**config.mk**
```make
export PLATFORM = sky130hd
export DESIGN_NAME = msdap_out_stage
export DESIGN_NICKNAME = d
export VERILOG_FILES = /design/src/rtl/msdap_out_pkg.sv /design/src/rtl/msdap_pair_fifo.sv /design/src/rtl/msdap_out_stage.sv
export SDC_FILE = /design/constraint.sdc
export NUM_CORES = 1
export LEC_CHECK = 0
export BUFFER_PORTS_ARGS = -buffer_cell sky130_fd_sc_hd__buf_2
export CORE_MARGIN = 5
export CORE_UTILIZATION = 59
export DETAILED_ROUTE_END_ITERATION = 7
export GPL_TIMING_DRIVEN = 0
export PLACE_DENSITY = 0.95
export SLEW_MARGIN = 20
export SYNTH_ARGS = -nofsm -noshare
export SYNTH_HDL_FRONTEND = slang
export SYNTH_SLANG_ARGS = --single-unit
```
**constraint.sdc**
```tcl
create_clock -name SCLK -period 7.6 [get_ports SCLK]
set_input_delay 0.38 -clock SCLK [delete_from_list [all_inputs] [get_ports SCLK]]
set_output_delay 0.38 -clock SCLK [all_outputs]
set_load 0.03 [all_outputs]
```
**src/rtl/msdap_out_pkg.sv**
```systemverilog
// Shared types and constants for the MSDAP output staging block.
// Feature macro: OUT_HOLD_LAST_EN (see msdap_out_stage.sv).
package msdap_out_pkg;

   // Default width of one channel result word.
   localparam int DATA_W_DEF = 40;

   // Output sequencing states.
   typedef enum logic [1:0] {
      IDLE    = 2'd0,
      ARMED   = 2'd1,
      LOAD_ST = 2'd2,
      SHIFT   = 2'd3
   } out_state_t;

   // One left/right result pair as held in the staging FIFO.
   typedef struct packed {
      logic [DATA_W_DEF-1:0] L;
      logic [DATA_W_DEF-1:0] R;
   } pair_t;

endpackage

```
**src/rtl/msdap_pair_fifo.sv**
```systemverilog
// Small synchronous FIFO of L/R pairs. The pointers and occupancy are cleared
// by CLR. The storage array itself is not reset, so it can map onto RAM.
// The head entry is presented continuously on rd_data.
module msdap_pair_fifo
   import msdap_out_pkg::*;
#(
   parameter int DEPTH = 2,
   localparam int AW   = $clog2(DEPTH)
) (
   input  logic          SCLK,
   input  logic          CLR,
   input  logic          push,
   input  logic          pop,
   input  pair_t         wr_data,
   output pair_t         rd_data,
   output logic          full,
   output logic          empty,
   output logic [AW:0]   count
);

   pair_t          mem [DEPTH];
   logic [AW-1:0]  wr_ptr_reg;
   logic [AW-1:0]  rd_ptr_reg;
   logic [AW:0]    count_reg;
   logic           push_ok;
   logic           pop_ok;

   assign full    = (count_reg == (AW+1)'(DEPTH));
   assign empty   = (count_reg == '0);
   assign count   = count_reg;
   assign push_ok = push & ~full;
   assign pop_ok  = pop & ~empty;
   assign rd_data = mem[rd_ptr_reg];

   // Storage write; the array is not reset.
   always_ff @(posedge SCLK) begin
      if (push_ok)
         mem[wr_ptr_reg] <= wr_data;
   end

   // Pointer and occupancy bookkeeping. The pointers wrap naturally at DEPTH.
   always_ff @(posedge SCLK or posedge CLR) begin
      if (CLR) begin
         wr_ptr_reg <= '0;
         rd_ptr_reg <= '0;
         count_reg  <= '0;
      end else begin
         if (push_ok)
            wr_ptr_reg <= wr_ptr_reg + 1'b1;
         if (pop_ok)
            rd_ptr_reg <= rd_ptr_reg + 1'b1;
         case ({push_ok, pop_ok})
            2'b10:   count_reg <= count_reg + 1'b1;
            2'b01:   count_reg <= count_reg - 1'b1;
            default: count_reg <= count_reg;
         endcase
      end
   end

endmodule

```
**src/rtl/msdap_out_stage.sv**
```systemverilog
// MSDAP output staging: buffers L/R result pairs and issues one LOAD per frame
// to the parallel-to-serial shifters. UNDERRUN and SLIP are sticky flags.
// Feature macro: OUT_HOLD_LAST_EN. When it is defined, an underrun keeps the
// previously sent pair on PDATA instead of sending zeros.
// DATA_W must equal DATA_W_DEF, because the FIFO stores pair_t.
module msdap_out_stage
   import msdap_out_pkg::*;
#(
   parameter int DATA_W = DATA_W_DEF,
   parameter int DEPTH  = 2
) (
   input  logic              SCLK,
   input  logic              CLR,
   input  logic              FRAME,
   input  logic              RES_VALID,
   output logic              RES_READY,
   input  logic [DATA_W-1:0] RES_L,
   input  logic [DATA_W-1:0] RES_R,
   input  logic              P2S_BUSY,
   output logic              LOAD,
   output logic [DATA_W-1:0] PDATA_L,
   output logic [DATA_W-1:0] PDATA_R,
   output logic              UNDERRUN,
   output logic              SLIP
);

   localparam int AW = $clog2(DEPTH);

   out_state_t        state_reg;
   logic              frame_d_reg;
   logic              busy_seen_reg;
   logic              wait_cnt_reg;
   logic              load_reg;
   logic              underrun_reg;
   logic              slip_reg;
   logic [DATA_W-1:0] pdata_l_reg;
   logic [DATA_W-1:0] pdata_r_reg;

   logic              fs;
   logic              push;
   logic              pop;
   logic              armed_fs;
   pair_t             wr_pair;
   pair_t             head_pair;
   logic              fifo_full;
   logic              fifo_empty;
   logic [AW:0]       fifo_count;

   // READY comes only from the registered occupancy, never from RES_VALID.
   assign RES_READY = (fifo_count != (AW+1)'(DEPTH));
   assign push      = RES_VALID & ~fifo_full;
   assign fs        = FRAME & ~frame_d_reg;
   assign armed_fs  = (state_reg == ARMED) & fs;
   assign pop       = armed_fs & ~fifo_empty;
   assign wr_pair.L = RES_L;
   assign wr_pair.R = RES_R;

   assign LOAD     = load_reg;
   assign PDATA_L  = pdata_l_reg;
   assign PDATA_R  = pdata_r_reg;
   assign UNDERRUN = underrun_reg;
   assign SLIP     = slip_reg;

   msdap_pair_fifo #(.DEPTH(DEPTH)) u_fifo (
      .SCLK    (SCLK),
      .CLR     (CLR),
      .push    (push),
      .pop     (pop),
      .wr_data (wr_pair),
      .rd_data (head_pair),
      .full    (fifo_full),
      .empty   (fifo_empty),
      .count   (fifo_count)
   );

   // Delay FRAME by one cycle so that a rising edge can be detected.
   always_ff @(posedge SCLK or posedge CLR) begin
      if (CLR) frame_d_reg <= 1'b0;
      else     frame_d_reg <= FRAME;
   end

   // Frame sequencer. In SHIFT, wait for the busy pulse; give up after two quiet cycles.
   always_ff @(posedge SCLK or posedge CLR) begin
      if (CLR) begin
         state_reg     <= IDLE;
         busy_seen_reg <= 1'b0;
         wait_cnt_reg  <= 1'b0;
      end else begin
         case (state_reg)
            IDLE:    if (push) state_reg <= ARMED;
            ARMED:   if (fs) state_reg <= LOAD_ST;
            LOAD_ST: begin
               state_reg     <= SHIFT;
               busy_seen_reg <= 1'b0;
               wait_cnt_reg  <= 1'b0;
            end
            SHIFT: begin
               wait_cnt_reg <= 1'b1;
               if (P2S_BUSY)
                  busy_seen_reg <= 1'b1;
               else if (busy_seen_reg || wait_cnt_reg)
                  state_reg <= ARMED;
            end
            default: state_reg <= IDLE;
         endcase
      end
   end

   // LOAD is high for the single cycle after the edge that accepted fs.
   always_ff @(posedge SCLK or posedge CLR) begin
      if (CLR) load_reg <= 1'b0;
      else     load_reg <= armed_fs;
   end

   // Capture the FIFO head at an accepted frame start, or apply the underrun policy.
   always_ff @(posedge SCLK or posedge CLR) begin
      if (CLR) begin
         pdata_l_reg <= '0;
         pdata_r_reg <= '0;
      end else if (armed_fs) begin
         if (!fifo_empty) begin
            pdata_l_reg <= head_pair.L;
            pdata_r_reg <= head_pair.R;
         end else begin
`ifdef OUT_HOLD_LAST_EN
            pdata_l_reg <= pdata_l_reg;
            pdata_r_reg <= pdata_r_reg;
`else
            pdata_l_reg <= '0;
            pdata_r_reg <= '0;
`endif
         end
      end
   end

   // Sticky flags: an underrun at an accepted frame start, or a frame start dropped mid-transfer.
   always_ff @(posedge SCLK or posedge CLR) begin
      if (CLR) begin
         underrun_reg <= 1'b0;
         slip_reg     <= 1'b0;
      end else begin
         if (armed_fs && fifo_empty)
            underrun_reg <= 1'b1;
         if (fs && (state_reg == LOAD_ST || state_reg == SHIFT))
            slip_reg <= 1'b1;
      end
   end

endmodule

```
==> flow_metrics.tcl, run 1 <==
set metrics [dict create \
    io_pins 169 \
    synth-async-reset-ratio_pct 36.5 \
    rows 45 \
    layout-drive-gt1-share_pct 29.8 \
    dieWidth_um 134 \
    clock-sinks 252 \
    n_antenna_cell 0 \
    cts_tree "done" \
    yosysTopAreaCell "edfxtp_1" \
    slew_headroom_pct 53.9 \
    ys_ff_latch 252 \
    ys_warn_count 0 \
    cts_setup_buffers 0 \
    synth_area_mm2 0.00901 \
    postLayoutCellArea_mm2 0.0111 \
    ant_nets 0 \
    drc 0 \
    skew_ns 0.0165 \
    dr.pass1.iters 4 \
    start_kind "input port" \
    overflow 0 \
    hold_path_class "input port to flop" \
    die_h_um 134 \
    cp.arrival_ns 2.88 \
    cts-root-buf "clkbuf_16" \
    cts_made_buffers 24 \
    wl_um 17200 \
    endpoint_kind "flop" \
    htreeDepth 1 \
    cts_buffer_depth 3 \
    cp.required_ns 8.01 \
    die-area_mm2 0.0178 \
    hold_violations 0 \
    synthTopCellsByArea "edfxtp_1 (53%), dfrtp_1 (26%), mux2i_1 (9.0%), o21ai_0 (4.5%), nand2_1 (3.3%)" \
    largest_reg_flops 160 \
    p_per_area_mw_per_mm2 417 \
    place_congestion 0.772 \
    synthCells 556 \
    track_usage_pct 19.3 \
    grt_pass1_wl_um 27000 \
    fin_hold_ws_ns 0.0627 \
    dp_hpwl_um 12000 \
    yosysTopAreaCellShare_pct 53.3 \
    via_per_inst 5.25 \
    synth_nets 647 \
    grt_pass1_vias 5381 \
    crit_type "input port to flop" \
    syn_to_final_growth_pct 22.8 \
    yosysMostFrequentCell "edfxtp_1" \
    finalMaxSlewViolations 0 \
    max-cap-violations 0 \
    syn_avg_cell_area_um2 16.2 \
    fin_tns_setup_ns 0 \
    path_buf_inv 5 \
    clock_latency_ns 0.50 \
    worstPathCellList "dlygate4sd3_1 -> buf_2 -> nor2b_1 -> nand2_2 -> inv_1 -> o21ai_2 -> buf_2 -> inv_1 -> ha_1 -> nor2_1 -> xor2_1" \
    worst_path_largest_cell_delay_ns 0.54 \
    ys.flop_type "edfxtp_1" \
    leakage_uw 0.00481 \
    wl_per_cell_um 17.9 \
    fin_crit_sh_pct 32.5 \
    crit_fanout 10 \
    rsz0062_at_grt "no" \
    fin_nets 848 \
    status "completed" \
    portBuffers 168 \
    synth_edf_count 160 \
    fp.coreArea_mm2 0.0151 \
    max_freq_mhz 405 \
    antenna_found_initial 0 \
    post_cts_resized 0 \
    drt_iter0_drc 197 \
    ir_worst_vdd_mv 0.303 \
    grt_max_degree 55 \
    cpMaxStageDelayCell "dlygate4sd3_1" \
    cts.clk_slew.worst_paths_ns 0.06 \
    synthTopCellsByCount "edfxtp_1 (160), dfrtp_1 (92), mux2i_1 (81), o21ai_0 (81), nand2_1 (80)" \
    placed_cell_area_mm2 0.0102 \
    path_delay_family "buffers and inverters" \
    fin_crit_ns 2.47 \
    setup_viol_count_final 0 \
    largest_register "u_fifo.mem" \
    worst_pin_slew_ns 0.692 \
    power_uw 4610 \
    dr_total_vias 5052 \
    seq_area_frac_synth_pct 78.9 \
    start_util_pct 59.7 \
    ys_types 24 \
]
==> path summary, 6_finish.rpt <==
kind | start | end | slack [ns] | depth (start not counted)
worst min-delay path | RES_L[15] | u_fifo.mem[0][55]$_DFFE_PP_ | 0.06 | 1
worst max-delay path | FRAME | u_fifo.count[1]$_DFFE_PP0P_ | 5.13 | 11
worst min register to register | PDATA_L[15]$_DFFE_PP0N_ | PDATA_L[15]$_DFFE_PP0N_ | 0.47 | 2
max in group asynchronous | CLR | u_fifo.rd_ptr_reg$_DFFE_PP0P_ | 6.55 | 4
min in group asynchronous | CLR | PDATA_R[32]$_DFFE_PP0N_ | 0.46 | 3
worst max register to register | state_reg[1]$_DFFE_PP0P_ | u_fifo.count[1]$_DFFE_PP0P_ | 5.15 | 10
==> layout by cell type, fill, tap and decap left out, types with 3 or more instances in the layout <==
cell | netlist | routed
buf_2 | 10 | 178
edfxtp_1 | 160 | 160
dfrtp_1 | 92 | 92
mux2i_1 | 81 | 81
o21ai_0 | 81 | 81
nand2_1 | 80 | 80
clkbuf_16 | 0 | 27
clkbuf_1 | 15 | 19
clkbuf_8 | 0 | 7
ha_1 | 6 | 6
inv_1 | 6 | 5
xnor2_1 | 4 | 4
nor2_1 | 5 | 4
clkinv_2 | 0 | 3
buf_16 | 0 | 3
==> routing by layer <==
metal	vias up	global-route usage (%)	wire length (um)
li1	2407	-	-
met1	2459	23.4	6850
met2	152	35.0	8960
met3	34	4.83	1050
met4	0	4.74	352
met5	-	0	0
==> per-stage QoR <==
step | cells | util, % | worst slack [ns]
detailed placement | 917 | 67.8 | 5.11
finish | 962 | 73.3 | 5.13
CTS | 962 | 73.3 | 5.09
floorplan | 556 | - | 2.97
global route | 962 | 73.3 | 4.95
global placement | 912 | 66.8 | 1.44
==> final cells by class <==
cell class	instances	area [um2]
clock buffer	38	787
sequential	252	7110
inverter	6	27.5
tap	188	235
multi-input combinational	272	1780
clock inverter	5	31.3
buffer	26	114
timing repair buffer	175	983
fill	944	4030
==> cells by family (layout without fill, tap and decap cells) <==
group,count (synthesis),in the layout,synth area share [%]
compound gates,87,87,5.01
xor+xnor,5,5,0.486
fa+ha+maj,6,6,0.833
buf+inv,32,250,1.51
flops,252,252,78.9
mux,82,82,9.17
simple gates,92,92,4.08
==> what timing repair did <==
item                       CTS  global route
hold endpoints to repair    40             0
setup endpoints to repair    0             0
hold buffers                 2             0
==> worst register-to-register path, cell delays in order (launching register included) <==
cell and delay [ns]:
dfrtp_1 0.40, inv_1 0.10, ha_1 0.20, nand2_2 0.22, inv_1 0.13, o21ai_2 0.29, buf_2 0.34, inv_1 0.08
ha_1 0.30, nor2_1 0.15, xor2_1 0.16
==> where the power goes <==
group	internal (uW)	switching (uW)
logic	457	922
clock network	710	469
registers	1890	161
Note: power is estimated with default switching activity, not from simulation.
==> inputs of run 2 (changes only) <==
ABC_AREA = 1   (was not set)
CORE_UTILIZATION = 55   (was 59)
PLACE_DENSITY = 0.91   (was 0.95)
clock period = 2.53 ns   (was 7.6 ns; I/O delays follow)
==> flow_metrics.tcl, run 2 <==
set metrics [dict create \
    status "completed" \
    layout.area.seq_mm2 0.00711 \
    die_h_um 141 \
    grt_pass1_wl_um 34300 \
    slew_headroom_pct 66.4 \
    rsz0062_at_grt "no" \
    dieWidth_um 141 \
    fin_crit_sh_pct 80.9 \
    seq_power_share_pct 40.7 \
    syn_to_final_growth_pct 31.9 \
    via_per_inst 5.30 \
    cts_made_buffers 26 \
    place_congestion 0.790 \
    overflow 0 \
    cts_buffer_depth 3 \
    hold_path_class "input port to async pin" \
    grt_pass1_vias 6374 \
    fin_hold_ws_ns 0.174 \
    crit_start "state_reg[1]$_DFFE_PP0P_" \
    ys_ff_latch 252 \
    start_kind "flop" \
    cts.clk_slew.worst_paths_ns 0.06 \
    rows 48 \
    die-area_mm2 0.0199 \
    clock-sinks 252 \
    finalMaxSlewViolations 0 \
    skew_ns 0.0179 \
    dp_hpwl_um 12900 \
    io_pins 169 \
    leakage_uw 0.00541 \
    yosysMostFrequentCell "edfxtp_1" \
    path_buf_inv 1 \
    cts-root-buf "clkbuf_16" \
    max-cap-violations 0 \
    yosysTopAreaCellShare_pct 50.8 \
    n_antenna_cell 0 \
    power_uw 15700 \
    cts_setup_buffers 0 \
    netSwitchingFraction_pct 37.0 \
    crit_top_cell "ha_1" \
    synth_edf_count 160 \
    synthTopCellsByArea "edfxtp_1 (51%), dfrtp_1 (24%), mux2i_1 (8.5%), o21ai_2 (7.4%), nand2_1 (3.6%)" \
    grt.busiest_layer "met2" \
    placed_cell_area_mm2 0.0108 \
    synth-async-reset-ratio_pct 36.5 \
    use_met3_pct 4.38 \
    drc 0 \
    multi_input_area_mm2 0.00209 \
    postLayoutCellArea_mm2 0.0125 \
    fin_util_pct 72.9 \
    intPower_uw 9910 \
    use_met1_pct 26.2 \
    seq_area_frac_synth_pct 75.1 \
    crit_type "flop to flop" \
    fp.coreArea_mm2 0.0171 \
    synth_area_mm2 0.00946 \
    ys_types 24 \
    ys.flop_type "edfxtp_1" \
    wl_per_cell_um 19.6 \
    worst_path_largest_cell_delay_ns 0.41 \
    cpMaxStageDelayCell "dfrtp_1" \
    dr_total_vias 5821 \
    post_cts_resized 0 \
    drt_iter0_drc 310 \
    cp.required_ns 2.92 \
    dr.pass1.iters 4 \
    worst_pin_slew_ns 0.504 \
    worstPathCellList "inv_1 -> ha_1 -> nand3_4 -> nor2_8 -> ha_1 -> a21oi_1 -> o21ai_0 -> xnor2_1" \
    syn_avg_cell_area_um2 16.7 \
    largest_reg_flops 160 \
    start_util_pct 55.3 \
    ys_warn_count 0 \
    synth_nets 658 \
    track_usage_pct 21.9 \
    final_cell_mix "buf_2 (177), edfxtp_1 (160), dfrtp_1 (92)" \
    fillers 1020 \
    antenna_found_initial 0 \
    path_delay_family "adder cells" \
    cts_tree "done" \
    layout-drive-gt1-share_pct 36.4 \
    clock_latency_ns 0.53 \
    fin_nets 945 \
    ir_worst_vdd_mv 1.05 \
    clkPwrFrac_pct 24.1 \
    r2r-start "state_reg[1]$_DFFE_PP0P_" \
    htreeDepth 1 \
    layout_commonest_cell "buf_2" \
    power.switching_uw 5820 \
    crit_fanout 10 \
    endpoint_kind "flop" \
    hold_violations 0 \
    wl_um 21500 \
    met2_usage_pct 40.3 \
    synthTopCellsByCount "edfxtp_1 (160), dfrtp_1 (92), nand2_1 (91), mux2i_1 (80), o21ai_2 (80)" \
    fin_tns_setup_ns 0 \
    grt_max_degree 57 \
    setup_viol_count_final 0 \
    portBuffers 168 \
    comb_power_share_pct 35.2 \
    fin_crit_ns 2.05 \
    p_per_area_mw_per_mm2 1260 \
    yosysTopAreaCell "edfxtp_1" \
    largest_register "u_fifo.mem" \
    max_freq_mhz 489 \
    synthCells 567 \
    cp.arrival_ns 2.44 \
    ant_nets 0 \
]
==> run 2: cell types whose count changed in the layout (fill, tap and decap cells not counted), moves of 2 or more <==
cell / previous run / this run
dlygate4sd3_1: 2 / 84
o21ai_0: 81 / 2
o21ai_2: 1 / 80
nand2_1: 80 / 90
buf_12: 2 / 10
clkbuf_8: 7 / 2
inv_1: 5 / 8
a21oi_1: 1 / 3
buf_16: 3 / 5
bufinv_16: 0 / 2
clkinv_8: 0 / 2
nand4_1: 0 / 2
nor2b_1: 2 / 0
xnor2_1: 4 / 2
==> run 2: layer usage <==
metal | part of all wire [%] | routed length [um]
met3 | 6.4 | 1380
met2 | 54 | 11600
met4 | 2.8 | 606
met1 | 37 | 7950
met5 | 0 | 0
==> run 2: cell type report <==
| cell class | instances | share of cell area (%) |
|---|---|---|
| sequential | 252 | 56.9 |
| multi-input combinational | 279 | 16.7 |
| timing repair buffer | 259 | 14.9 |
| inverter | 11 | 0.431 |
| clock buffer | 40 | 5.96 |
| clock inverter | 8 | 0.922 |
| buffer | 25 | 1.88 |
| tap | 225 | 2.25 |
==> run 2: timing repair <==
action	4_1_cts	5_1_grt
hold buffers	84	0
endpoints found under the setup margin	0	0
hold endpoints to repair	256	0
==> run 2: per-stage QoR <==
| step | setup slack [ns] | instances |
|---|---|---|
| finish | 0.484 | 1099 |
| global route | 0.337 | 1099 |
| CTS | 0.513 | 1099 |
| detailed placement | 0.510 | 967 |
| global placement | -1.19 | 960 |
| floorplan | 0.0115 | 567 |
==> run 2: tightest hold or removal path, delay by kind of cell <==
family	cells	cell delay, ns
buffers and inverters	3	0.97
==> run 2: cells by family (layout without fill, tap and decap cells) <==
logic type,count (synthesis),after routing,synth area share (%)
AO/OA/AOI/OAI,88,88,7.91
XOR/XNOR,3,3,0.278
adder cells (fa/ha/maj),6,6,0.793
buffers and inverters,36,343,3.00
flip-flops,252,252,75.1
multiplexers,80,80,8.46
AND/OR/NAND/NOR,102,102,4.46
==> run 2: final timing paths <==
path / endpoint / slack (ns) / cells past startpoint
hold reg to reg: PDATA_R[14]$_DFFE_PP0N_ / 0.47 / 2
hold / removal: PDATA_L[6]$_DFFE_PP0N_ / 0.17 / 3
max in group asynchronous: PDATA_R[17]$_DFFE_PP0N_ / 1.76 / 4
setup / recovery: u_fifo.count[1]$_DFFE_PP0P_ / 0.48 / 8
min in group SCLK: frame_d_reg$_DFF_PP0_ / 0.33 / 2
setup reg to reg: u_fifo.count[1]$_DFFE_PP0P_ / 0.48 / 8
==> run 2: power by group through the flow <==
stage / Combinational (uW) / Sequential [uW] / Clock (uW)
global route: 5900 / 6530 / 4040
floorplan: 2490 / 7590 / 0
finish: 5540 / 6410 / 3790
CTS: 5530 / 6350 / 3820
global placement: 4980 / 6380 / 0
detailed placement: 5390 / 6410 / 0
==> inputs of run 3 (changes only) <==
ABC_AREA = 0   (was 1)
CORE_UTILIZATION = 49   (was 55)
PLACE_DENSITY = 0.87   (was 0.91)
clock period = 1.7 ns   (was 2.53 ns; I/O delays follow)
==> flow_metrics.tcl, run 3 (same netlist as run 1, synthesis figures left out) <==
set metrics [dict create \
    place_congestion 0.744 \
    endpoint_kind "flop" \
    slew_headroom_pct 66.2 \
    cp.arrival_ns 2.08 \
    placed_cell_area_mm2 0.0103 \
    p_per_area_mw_per_mm2 1790 \
    skew_ns 0.0177 \
    largest_register "u_fifo.mem" \
    setup_viol_count_final 0 \
    fin_nets 948 \
    finalMaxSlewViolations 0 \
    clock_latency_ns 0.52 \
    dp_hpwl_um 12100 \
    dr.pass1.iters 4 \
    fillers 1223 \
    cts_made_buffers 26 \
    fp.coreArea_mm2 0.0180 \
    cts.clk_slew.worst_paths_ns 0.06 \
    final_cell_mix "buf_2 (177), edfxtp_1 (160), dfrtp_1 (91)" \
    dieWidth_um 146 \
    overflow 0 \
    grt_pass1_wl_um 32100 \
    wl_um 20500 \
    fin_crit_sh_pct 99.1 \
    crit_type "flop to flop" \
    portBuffers 168 \
    start_util_pct 50.0 \
    cts_buffer_depth 3 \
    fin_util_pct 68.2 \
    htreeDepth 1 \
    fin_crit_ns 1.68 \
    largest_reg_flops 160 \
    via_per_inst 5.07 \
    track_usage_pct 18.9 \
    cpMaxStageDelayCell "dfrtp_1" \
    fin_tns_setup_ns 0 \
    dp.cells 960 \
    leakage_uw 0.00534 \
    drc 0 \
    wl_per_cell_um 18.5 \
    max_freq_mhz 594 \
    layout_commonest_cell "buf_2" \
    worstPathCellList "inv_2 -> ha_4 -> nand2_4 -> inv_4 -> o21ai_4 -> buf_6 -> inv_4 -> ha_4 -> xnor2_2 -> nor2_2 -> xor2_1" \
    rows 49 \
    drt_iter0_drc 326 \
    antenna_found_initial 1 \
    layout-drive-gt1-share_pct 31.5 \
    hold_violations 0 \
    syn_to_final_growth_pct 36.5 \
    cts_tree "done" \
    cts-root-buf "clkbuf_16" \
    rsz0062_at_grt "yes" \
    die_h_um 146 \
    worst_pin_slew_ns 0.507 \
    worst_path_largest_cell_delay_ns 0.41 \
    postLayoutCellArea_mm2 0.0123 \
    status "completed" \
    io_pins 169 \
    start_kind "flop" \
    dr_total_vias 5613 \
    max-cap-violations 0 \
    cp.required_ns 2.09 \
    instances_no_fill 1107 \
    grt_max_degree 33 \
    ir_worst_vdd_mv 1.18 \
    clock-sinks 252 \
    path_buf_inv 4 \
    path_delay_family "flip-flops" \
    hold_path_class "input port to async pin" \
    crit_fanout 5 \
    grt_pass1_vias 5987 \
    die-area_mm2 0.0212 \
    ant_nets 0 \
]
-- run 3: through the flow --
stage / total power (uW) / worst slack (ns) / hold slack (ns)
2_1_floorplan: 13500 / -0.679 / 0.116
3_3_place_gp: 15200 / -1.30 / 0.222
3_5_place_dp: 15600 / -0.639 / 0.0275
4_1_cts: 22000 / -0.0591 / 0.0423
5_1_grt: 23100 / -0.0606 / 0.0666
6_report: 22000 / 0.0158 / 0.0657
-- run 3: repair_timing --
| item | CTS | global route |
|---|---|---|
| pin swaps | 2 | 2 |
| setup endpoints to repair | 199 | 47 |
| endpoints found under the hold margin | 255 | 0 |
| gates resized for setup | 14 | 21 |
| hold buffers | 84 | 0 |
| cloned | 2 | 0 |
| setup buffers | 10 | 3 |
-- run 3: layer usage --
layer / track usage, % / routed length [um]
met2: 34.5 / 10800
met5: 0 / 0
met3: 3.96 / 1050
met4: 4.06 / 441
met1: 23.3 / 8120
-- run 3: layout make-up --
cell class                      instances  area, um2  share of cell area (%)
Multi-Input combinational cell        273       1840                    15.0
Buffer                                 26        138                    1.12
Timing Repair Buffer                  272       1950                    15.8
Sequential cell                       252       7110                    57.8
Clock buffer                           31        709                    5.77
Clock inverter                         17        230                    1.87
Tap cell                              229        287                    2.33
Antenna cell                            1       2.50                  0.0204
Inverter                                6       31.3                   0.254
-- run 3: worst paths after layout --
| kind | from | to | slack, ns | cells past startpoint |
|---|---|---|---|---|
| max | state_reg[1]$_DFFE_PP0P_ | u_fifo.count[1]$_DFFE_PP0P_ | 0.02 | 11 |
| min | CLR | PDATA_R[24]$_DFFE_PP0N_ | 0.07 | 3 |
| max reg2reg | state_reg[1]$_DFFE_PP0P_ | u_fifo.count[1]$_DFFE_PP0P_ | 0.02 | 11 |
| min reg2reg | SLIP$_DFFE_PP0P_ | SLIP$_DFFE_PP0P_ | 0.46 | 1 |
| max in group asynchronous | CLR | PDATA_L[16]$_DFFE_PP0N_ | 0.99 | 5 |
| min in group SCLK | FRAME | frame_d_reg$_DFF_PP0_ | 0.26 | 2 |
-- run 3: report_power, final --
part | internal (uW) | switching [uW] | total, uW
clock | 3750 | 2300 | 6050
combinational | 2400 | 4390 | 6780
sequential | 8460 | 755 | 9220
total | 14600 | 7440 | 22000
-- run 3: worst reg2reg max path: stages (launching register included) --
cell	delay [ns]
dfrtp_1	0.41
inv_2	0.09
ha_4	0.17
nand2_4	0.07
inv_4	0.04
o21ai_4	0.10
buf_6	0.17
inv_4	0.04
ha_4	0.15
xnor2_2	0.16
nor2_2	0.05
xor2_1	0.13
